## config.mk

```make
export PLATFORM = sky130hd
export DESIGN_NAME = db9md_pad_scanner
export DESIGN_NICKNAME = d
export VERILOG_FILES = /design/src/rtl/db9md_pkg.sv /design/src/rtl/db9md_phase_decoder.sv /design/src/rtl/db9md_pad_scanner.sv
export SDC_FILE = /design/constraint.sdc
export NUM_CORES = 1
export LEC_CHECK = 0
export BUFFER_PORTS_ARGS = -buffer_cell sky130_fd_sc_hd__buf_2
export CORE_MARGIN = 2
export CORE_UTILIZATION = 45
export DETAILED_ROUTE_END_ITERATION = 8
export GPL_ROUTABILITY_DRIVEN = 1
export PLACE_DENSITY = 0.75
export SKIP_LAST_GASP = 1
export SYNTH_ARGS = -nofsm -noshare
export SYNTH_HDL_FRONTEND = slang
export SYNTH_SLANG_ARGS = --single-unit
```

## constraint.sdc

```tcl
create_clock -name clk -period 2.79 [get_ports clk]
set_input_delay 0.558 -clock clk [delete_from_list [all_inputs] [get_ports clk]]
set_output_delay 0.558 -clock clk [all_outputs]
set_load 0.01 [all_outputs]
```

## src/rtl/db9md_pkg.sv

```systemverilog
// Shared definitions for the DB9 Mega Drive pad scanner: button bit positions,
// raw pin indices and the scan state encoding.
package db9md_pkg;

    localparam int BTN_R     = 0;
    localparam int BTN_L     = 1;
    localparam int BTN_D     = 2;
    localparam int BTN_U     = 3;
    localparam int BTN_B     = 4;
    localparam int BTN_C     = 5;
    localparam int BTN_A     = 6;
    localparam int BTN_START = 7;
    localparam int BTN_MODE  = 8;
    localparam int BTN_X     = 9;
    localparam int BTN_Y     = 10;
    localparam int BTN_Z     = 11;

    localparam int JOY_IN_UP    = 0;
    localparam int JOY_IN_DOWN  = 1;
    localparam int JOY_IN_LEFT  = 2;
    localparam int JOY_IN_RIGHT = 3;
    localparam int JOY_IN_PIN6  = 4;
    localparam int JOY_IN_PIN9  = 5;

    typedef enum logic [1:0] {
        SETTLE = 2'd0,
        PHASE  = 2'd1,
        IDLE   = 2'd2
    } state_t;

endpackage

```

## src/rtl/db9md_phase_decoder.sv

```systemverilog
// Combinational map from (protocol phase, synced raw pins, pad identity flags)
// to the bits of the per-scan shadow word that this phase's sample overwrites.
module db9md_phase_decoder
    import db9md_pkg::*;
(
    input  logic [2:0]  i_ph,
    input  logic [5:0]  i_pins,
    input  logic        i_md_id,
    input  logic        i_six,
    output logic [11:0] o_mask,
    output logic [11:0] o_val,
    output logic        o_md_id_we,
    output logic        o_md_id_val,
    output logic        o_six_we,
    output logic        o_six_val
);

    logic [5:0] w_pr;
    logic       w_md_now;

    assign w_pr     = ~i_pins;
    assign w_md_now = w_pr[JOY_IN_LEFT] & w_pr[JOY_IN_RIGHT];

    // NOTE: every output of a combinational block gets a default first, so no path infers a latch.
    always_comb begin
        o_mask      = '0;
        o_val       = '0;
        o_md_id_we  = 1'b0;
        o_md_id_val = 1'b0;
        o_six_we    = 1'b0;
        o_six_val   = 1'b0;
        unique case (i_ph)
            // Phase 0 rewrites the whole word, so MD-only buttons start each scan cleared.
            3'd0: begin
                o_mask          = '1;
                o_val[BTN_U]    = w_pr[JOY_IN_UP];
                o_val[BTN_D]    = w_pr[JOY_IN_DOWN];
                o_val[BTN_L]    = w_pr[JOY_IN_LEFT];
                o_val[BTN_R]    = w_pr[JOY_IN_RIGHT];
                o_val[BTN_B]    = w_pr[JOY_IN_PIN6];
                o_val[BTN_C]    = w_pr[JOY_IN_PIN9];
                o_md_id_we      = 1'b1;
                o_six_we        = 1'b1;
            end
            3'd1: begin
                o_md_id_we          = 1'b1;
                o_md_id_val         = w_md_now;
                o_mask[BTN_A]       = 1'b1;
                o_mask[BTN_START]   = 1'b1;
                o_val[BTN_A]        = w_pr[JOY_IN_PIN6] & w_md_now;
                o_val[BTN_START]    = w_pr[JOY_IN_PIN9] & w_md_now;
            end
            3'd5: begin
                o_six_we  = 1'b1;
                o_six_val = i_md_id & w_pr[JOY_IN_UP] & w_pr[JOY_IN_DOWN]
                          & w_pr[JOY_IN_LEFT] & w_pr[JOY_IN_RIGHT];
            end
            3'd6: begin
                if (i_six) begin
                    o_mask[BTN_Z]    = 1'b1;
                    o_mask[BTN_Y]    = 1'b1;
                    o_mask[BTN_X]    = 1'b1;
                    o_mask[BTN_MODE] = 1'b1;
                    o_val[BTN_Z]     = w_pr[JOY_IN_UP];
                    o_val[BTN_Y]     = w_pr[JOY_IN_DOWN];
                    o_val[BTN_X]     = w_pr[JOY_IN_LEFT];
                    o_val[BTN_MODE]  = w_pr[JOY_IN_RIGHT];
                end
            end
            default: ;
        endcase
    end

endmodule

```

## src/rtl/db9md_pad_scanner.sv

```systemverilog
// Scans two DB9 Mega Drive / Atari pads through the splitter, one 8-phase
// SELECT sequence per pad, and publishes each pad's word only when its scan completes.
module db9md_pad_scanner
    import db9md_pkg::*;
#(
    parameter int STEP_CYCLES   = 400,
    parameter int SETTLE_CYCLES = 400,
    parameter int IDLE_CYCLES   = 98000
) (
    input  logic        clk,
    input  logic        reset,
    input  logic [5:0]  joy_in,
    output logic        joy_split,
    output logic        joy_mdsel,
    output logic [15:0] joystick1,
    output logic [15:0] joystick2,
    output logic [1:0]  six_button
);

    localparam int MAX_A      = (STEP_CYCLES > SETTLE_CYCLES) ? STEP_CYCLES : SETTLE_CYCLES;
    localparam int MAX_CYCLES = (IDLE_CYCLES > MAX_A) ? IDLE_CYCLES : MAX_A;
    localparam int CW         = $clog2(MAX_CYCLES);

    localparam logic [CW-1:0] STEP_LAST   = CW'(STEP_CYCLES - 1);
    localparam logic [CW-1:0] SETTLE_LAST = CW'(SETTLE_CYCLES - 1);
    localparam logic [CW-1:0] IDLE_LAST   = CW'(IDLE_CYCLES - 1);

    state_t          r_state, w_state_nxt;
    logic [CW-1:0]   r_cnt, w_cnt_nxt;
    logic [2:0]      r_ph, w_ph_nxt;
    logic            r_pad, w_pad_nxt;
    logic            r_split, w_split_nxt;
    logic            w_sample;
    logic            w_commit;

    logic [5:0]      r_joy_s1, r_joy_s2;
    logic [11:0]     r_shadow;
    logic            r_md_id, r_six;
    logic [11:0]     r_joy1, r_joy2;
    logic [1:0]      r_six_out;

    logic [11:0]     w_mask, w_val;
    logic            w_md_id_we, w_md_id_val, w_six_we, w_six_val;

    always_comb begin
        w_state_nxt = r_state;
        w_cnt_nxt   = r_cnt + CW'(1);
        w_ph_nxt    = r_ph;
        w_pad_nxt   = r_pad;
        w_split_nxt = r_split;
        w_sample    = 1'b0;
        w_commit    = 1'b0;
        unique case (r_state)
            SETTLE: begin
                if (r_cnt == SETTLE_LAST) begin
                    w_cnt_nxt   = '0;
                    w_ph_nxt    = 3'd0;
                    w_state_nxt = PHASE;
                end
            end
            PHASE: begin
                if (r_cnt == STEP_LAST) begin
                    w_sample  = 1'b1;
                    w_cnt_nxt = '0;
                    if (r_ph == 3'd7) begin
                        w_commit = 1'b1;
                        if (!r_pad) begin
                            w_pad_nxt   = 1'b1;
                            w_split_nxt = 1'b1;
                            w_state_nxt = SETTLE;
                        end else begin
                            w_split_nxt = 1'b0;
                            w_state_nxt = IDLE;
                        end
                    end else begin
                        w_ph_nxt = r_ph + 3'd1;
                    end
                end
            end
            IDLE: begin
                if (r_cnt == IDLE_LAST) begin
                    w_cnt_nxt   = '0;
                    w_pad_nxt   = 1'b0;
                    w_state_nxt = SETTLE;
                end
            end
            default: begin
                w_cnt_nxt   = '0;
                w_state_nxt = SETTLE;
            end
        endcase
    end

    // NOTE: registered state is written with non-blocking assignments so every flop sees pre-edge values.
    always_ff @(posedge clk) begin
        if (reset) begin
            r_state <= SETTLE;
            r_cnt   <= '0;
            r_ph    <= 3'd0;
            r_pad   <= 1'b0;
            r_split <= 1'b0;
        end else begin
            r_state <= w_state_nxt;
            r_cnt   <= w_cnt_nxt;
            r_ph    <= w_ph_nxt;
            r_pad   <= w_pad_nxt;
            r_split <= w_split_nxt;
        end
    end

    db9md_phase_decoder u_decoder (
        .i_ph        (r_ph),
        .i_pins      (r_joy_s2),
        .i_md_id     (r_md_id),
        .i_six       (r_six),
        .o_mask      (w_mask),
        .o_val       (w_val),
        .o_md_id_we  (w_md_id_we),
        .o_md_id_val (w_md_id_val),
        .o_six_we    (w_six_we),
        .o_six_val   (w_six_val)
    );

    // Phase 7 never writes the shadow, so its sample edge can publish the shadow directly.
    always_ff @(posedge clk) begin
        if (reset) begin
            r_joy_s1  <= 6'h3F;
            r_joy_s2  <= 6'h3F;
            r_shadow  <= '0;
            r_md_id   <= 1'b0;
            r_six     <= 1'b0;
            r_joy1    <= '0;
            r_joy2    <= '0;
            r_six_out <= 2'b00;
        end else begin
            r_joy_s1 <= joy_in;
            r_joy_s2 <= r_joy_s1;
            if (w_sample) begin
                r_shadow <= (r_shadow & ~w_mask) | (w_val & w_mask);
                if (w_md_id_we) r_md_id <= w_md_id_val;
                if (w_six_we)   r_six   <= w_six_val;
            end
            if (w_commit) begin
                if (r_pad) begin
                    r_joy2       <= r_shadow;
                    r_six_out[1] <= r_six;
                end else begin
                    r_joy1       <= r_shadow;
                    r_six_out[0] <= r_six;
                end
            end
        end
    end

    assign joy_split  = r_split;
    assign joy_mdsel  = (r_state == PHASE) ? ~r_ph[0] : 1'b1;
    assign joystick1  = {4'b0000, r_joy1};
    assign joystick2  = {4'b0000, r_joy2};
    assign six_button = r_six_out;

endmodule
```

# Word level (Yosys, flattened, before mapping)
# Cells that the tools add are included.
[totals]
ff_bits = 76
latchBits = 0
ram_bits = 0
rom_bits = 0
inputBits = 8
out_inout_bits = 36
elab_cells = 94
mem_count = 0
[classes]
add_sub_neg = 2
multipliers = 0
div_mod_pow = 0
n_lt_le_gt_ge = 0
eq_ne = 13
shift = 0
muxes = 36
n_bitwise = 14
n_reduce_logical = 15
[op_table]
columns = ["operator", "n"]
rows = [
  ["$mux 17", 2],
  ["$pmux 17 s2", 1],
  ["$and 12x12->12", 2],
  ["$add 17x1->17 const B", 1],
  ["$eq 17x17->1 const B", 1],
  ["$eq 17x9->1 const B", 1],
  ["$mux 1", 14],
  ["$mux 2", 7],
  ["$mux 4", 3],
  ["$mux 6", 2],
  ["$not 12->12", 1],
  ["$or 12x12->12", 1],
  ["$reduce_and 4->1", 3],
  ["$ne 2x2->1 const B", 5],
  ["$eq 3x3->1 const B", 3],
  ["$mux 3", 3],
  ["$pmux 4 s2", 1],
  ["$reduce_and 2->1", 4],
  ["$and 1x1->1", 7],
  ["$not 6->6", 1],
  ["$pmux 2 s3", 1],
  ["$pmux 3 s2", 1],
  ["$reduce_or 2->1", 3],
  ["$reduce_bool 2->1", 2],
  ["other kinds (9)", 10],
]

# Logic depth before layout (Yosys ltp)
[depth]
ltp_word = 6
ltp_mapped = 7
mapped_depth_nobuf = 6

# Cells and area by module
# Synthesis repeated with hierarchy kept, for this count alone.
[hier_totals]
cells_unflattened = 377
hier_area_um2 = 3417.0
[modules_own_cells]
columns = ["mod", "n_inst", "cells_each", "area_each_um2", "seq_area_each_um2"]
rows = [
  ["db9md_pad_scanner", 1, 342, 3206.8, 1521.5],
  ["db9md_phase_decoder", 1, 35, 210.2, 0.0],
]

# Worst setup path before layout
# No wires, ideal clock.
[synth_timing]
kind = "register to register"
from = "reg r_cnt[0]"
to = "reg (tool-made name)"
setup_time_ns = 0.070
t_arrival_ns = 1.760
required_time_ns = 2.720
setup_slack_ns = 0.960
path_stages_with_launch = 7
path_buffers = 1
synth_period_minus_slack_ns = 1.830
path_cell_list = "dfxtp_1 ha_1 and3_1 nand3_1 buf_2 or4_1 a21oi_1"
[synth_rtl]
columns = ["element", "line", "text"]
rows = [
  ["start, declared", "db9md_pad_scanner.sv:29", "logic [CW-1:0] r_cnt, w_cnt_nxt;"],
  ["start signal, assigned", "db9md_pad_scanner.sv:104", "r_cnt <= w_cnt_nxt;"],
]

# Final worst setup path
[layout_timing]
from = "reg r_cnt[0]"
to = "reg r_cnt[1]"
[layout_between]
elab_chain_cells = 3
word_cells_on_any_way = 6
cone_classes = "add/sub (1); eq/ne (2); mux (3)"
[layout_lines]
columns = ["element", "line", "text"]
rows = [
  ["$add 17x1->17 (tied with other cells)", "db9md_pad_scanner.sv:47", "w_cnt_nxt = r_cnt + CW'(1);"],
  ["$mux 17 (on tied branches)", "db9md_pad_scanner.sv:81, db9md_pad_scanner.sv:55, db9md_pad_scanner.sv:62", ""],
  ["$pmux 17 s2 *", "db9md_pad_scanner.sv:53", "unique case (r_state)"],
]
# Every way passes the cells marked *; elsewhere a longest branch is shown, timed or not.
# A chain may end at the register's enable or synchronous reset.

==> results.json <==
{
  "tns_ps": 0,
  "std_cell_rows": 31,
  "synth_area_leaders": "dfxtp_1 45%, a21oi_1 7.4%, nand3_1 5.2%",
  "max_freq_mhz": 452,
  "post-cts-setup-buffers": 0,
  "clkTransAtPathRegs_ps": 70,
  "grt.total_usage": 0.183,
  "clock_path_buffers": 2,
  "ant_nets": 0,
  "crit_arrival_ps": 2410,
  "antenna_found_initial": 0,
  "final-setup-viol-count": 0,
  "design_area_mm2": 0.00368,
  "clock_latency_ps": 350,
  "grt_first_pass_wirelength_um": 12400,
  "htree_levels": 3,
  "synth_edf_count": 0,
  "cts_hold_buf": 0,
  "ys_warn_count": 0,
  "grt_max_degree": 32,
  "die_y_um": 90.5,
  "clock-root-buffer": "clkbuf_8",
  "n_fill_cell": 676,
  "cts-resized-gates": 0,
  "area_growth_pct": 9.33,
  "ir_drop_uv": 228,
  "io_pins": 44,
  "critical_path_class": "flop to flop",
  "first_iter_violations": 261,
  "p_per_area_mw_per_mm2": 508,
  "drc": 0,
  "placed_area_mm2": 0.00351,
  "end_kind": "flop",
  "yosysSeqAreaShare": 0.452,
  "drv_cap": 0,
  "rrSetupSlack_ps": 580,
  "fp.dieW_um": 90.5,
  "core_area_mm2": 0.00725,
  "leakage_nw": 1.29,
  "path_max_fanout": 25,
  "vias": 2806,
  "wl_per_cell_um": 14.6,
  "status": "finished, final reports clean",
  "yosys.area.top_type": "dfxtp_1",
  "die_area_mm2": 0.00819,
  "rsz0062_at_grt": "no",
  "drive_gt1_frac": 0.196,
  "final.min_clock_period_ps": 2210,
  "final_common_cell": "dfxtp_1",
  "cts.sinks": 76,
  "grt_overflow": 0,
  "final_nets": 407,
  "start_util": 0.464,
  "cp.required_ps": 2980,
  "syn-instance-count": 369,
  "final.setup_skew_ps": 8.35,
  "ys_ff_latch": 76,
  "avgSynthCellArea_um2": 9.12,
  "synthesis.area_mm2": 0.00337,
  "dp.final_hpwl_um": 5010,
  "ys.flop_type": "dfxtp_1",
  "final_cell_mix": "76 x dfxtp_1, 50 x a21oi_1, 35 x nand3_1, 35 x buf_2, 34 x o21ai_0",
  "tightest_slew_ps": 797,
  "max_slew_margin": 0.466,
  "yosys.area.top_type_share": 0.452,
  "synth_async_sr_flop_share": 0,
  "drt_wl_total_um": 7270,
  "synthDistinctLibCells": 50,
  "tritoncts": "built",
  "slew_violations": 0,
  "gp_congestion": 0.843,
  "port_buffers": 35,
  "cts_buffers": 9,
  "start_kind": "flop",
  "vias_per_cell": 5.65,
  "first_global_vias": 2574,
  "fin_crit_sh": 0.793,
  "hold_path_class": "primary input to flop",
  "drtPass1Iterations": 4,
  "diodes": 0,
  "hold_violations": 0
}
-- Yosys cell counts (all sizes together), types with 8 or more instances --
| master | n |
|---|---|
| clkbuf | 17 |
| o21ai | 36 |
| nand3 | 35 |
| a21oi | 50 |
| or2 | 12 |
| nand2 | 12 |
| or4 | 9 |
| a31oi | 8 |
| dfxtp | 76 |
| buf | 18 |
| nand4 | 9 |
| xor2 | 8 |
-- cell families (layout without fill, tap and decap cells) --
family,Yosys count,in the layout,share of synthesized area
buffers and inverters,41,63,0.0747
flip-flops,76,76,0.452
AO/OA/AOI/OAI,116,116,0.199
other,1,8,0.00111
multiplexers,1,1,0.00297
adder cells (fa/ha/maj),6,6,0.0223
XOR/XNOR,11,11,0.0286
AND/OR/NAND/NOR,117,117,0.219
-- layout make-up --
cell class | count | area (µm²) | share of cell area
clock buffer | 11 | 131 | 0.0357
clock inverter | 5 | 37.5 | 0.0102
inverter | 5 | 18.8 | 0.00510
multi-input combinational | 259 | 1620 | 0.440
sequential | 76 | 1520 | 0.413
tap | 99 | 124 | 0.0337
timing repair buffer | 42 | 228 | 0.0619
-- metrics by stage --
step	hold WS [ps]	utilization	total power (W)	setup slack, ps	instances
2_1_floorplan	389	-	0.00117	960	376
3_3_place_gp	391	0.484	0.00117	720	481
3_5_place_dp	394	0.484	0.00117	577	481
4_1_cts	380	0.507	0.00189	566	497
5_1_grt	380	0.507	0.00194	385	497
6_report	387	0.507	0.00187	577	497
-- worst max-delay path, cell delays in order (launching register included) --
cell,delay (ps)
dfxtp_1,390
ha_1,220
and3_1,260
nand3_1,120
buf_4,230
o21ai_2,630
a21boi_0,210
-- layer usage --
layer	GRT usage	part of all wire	routed length (µm)	vias to the layer above
li1	-	-	-	1397
met1	0.236	0.45	3290	1315
met2	0.300	0.48	3530	80
met3	0.0301	0.047	344	14
met4	0.0795	0.016	115	0
met5	0	0	0	-
-- path summary, 6_finish.rpt --
| check | start | endpoint | cells after the start |
|---|---|---|---|
| min reg2reg | r_joy_s1[5] | r_joy_s2[5] | 1 |
| max reg2reg | r_cnt[0] | r_cnt[1] | 6 |
| min | joy_in[5] | r_joy_s1[5] | 2 |
| max | r_cnt[0] | r_cnt[1] | 6 |
-- report_power, final --
part	switching [W]	internal, W
Combinational	0.0000286	0.0000142
Sequential	0.00000818	0.00110
Clock	0.000397	0.000326
No activity file was read; power rests on OpenSTA's default activity.
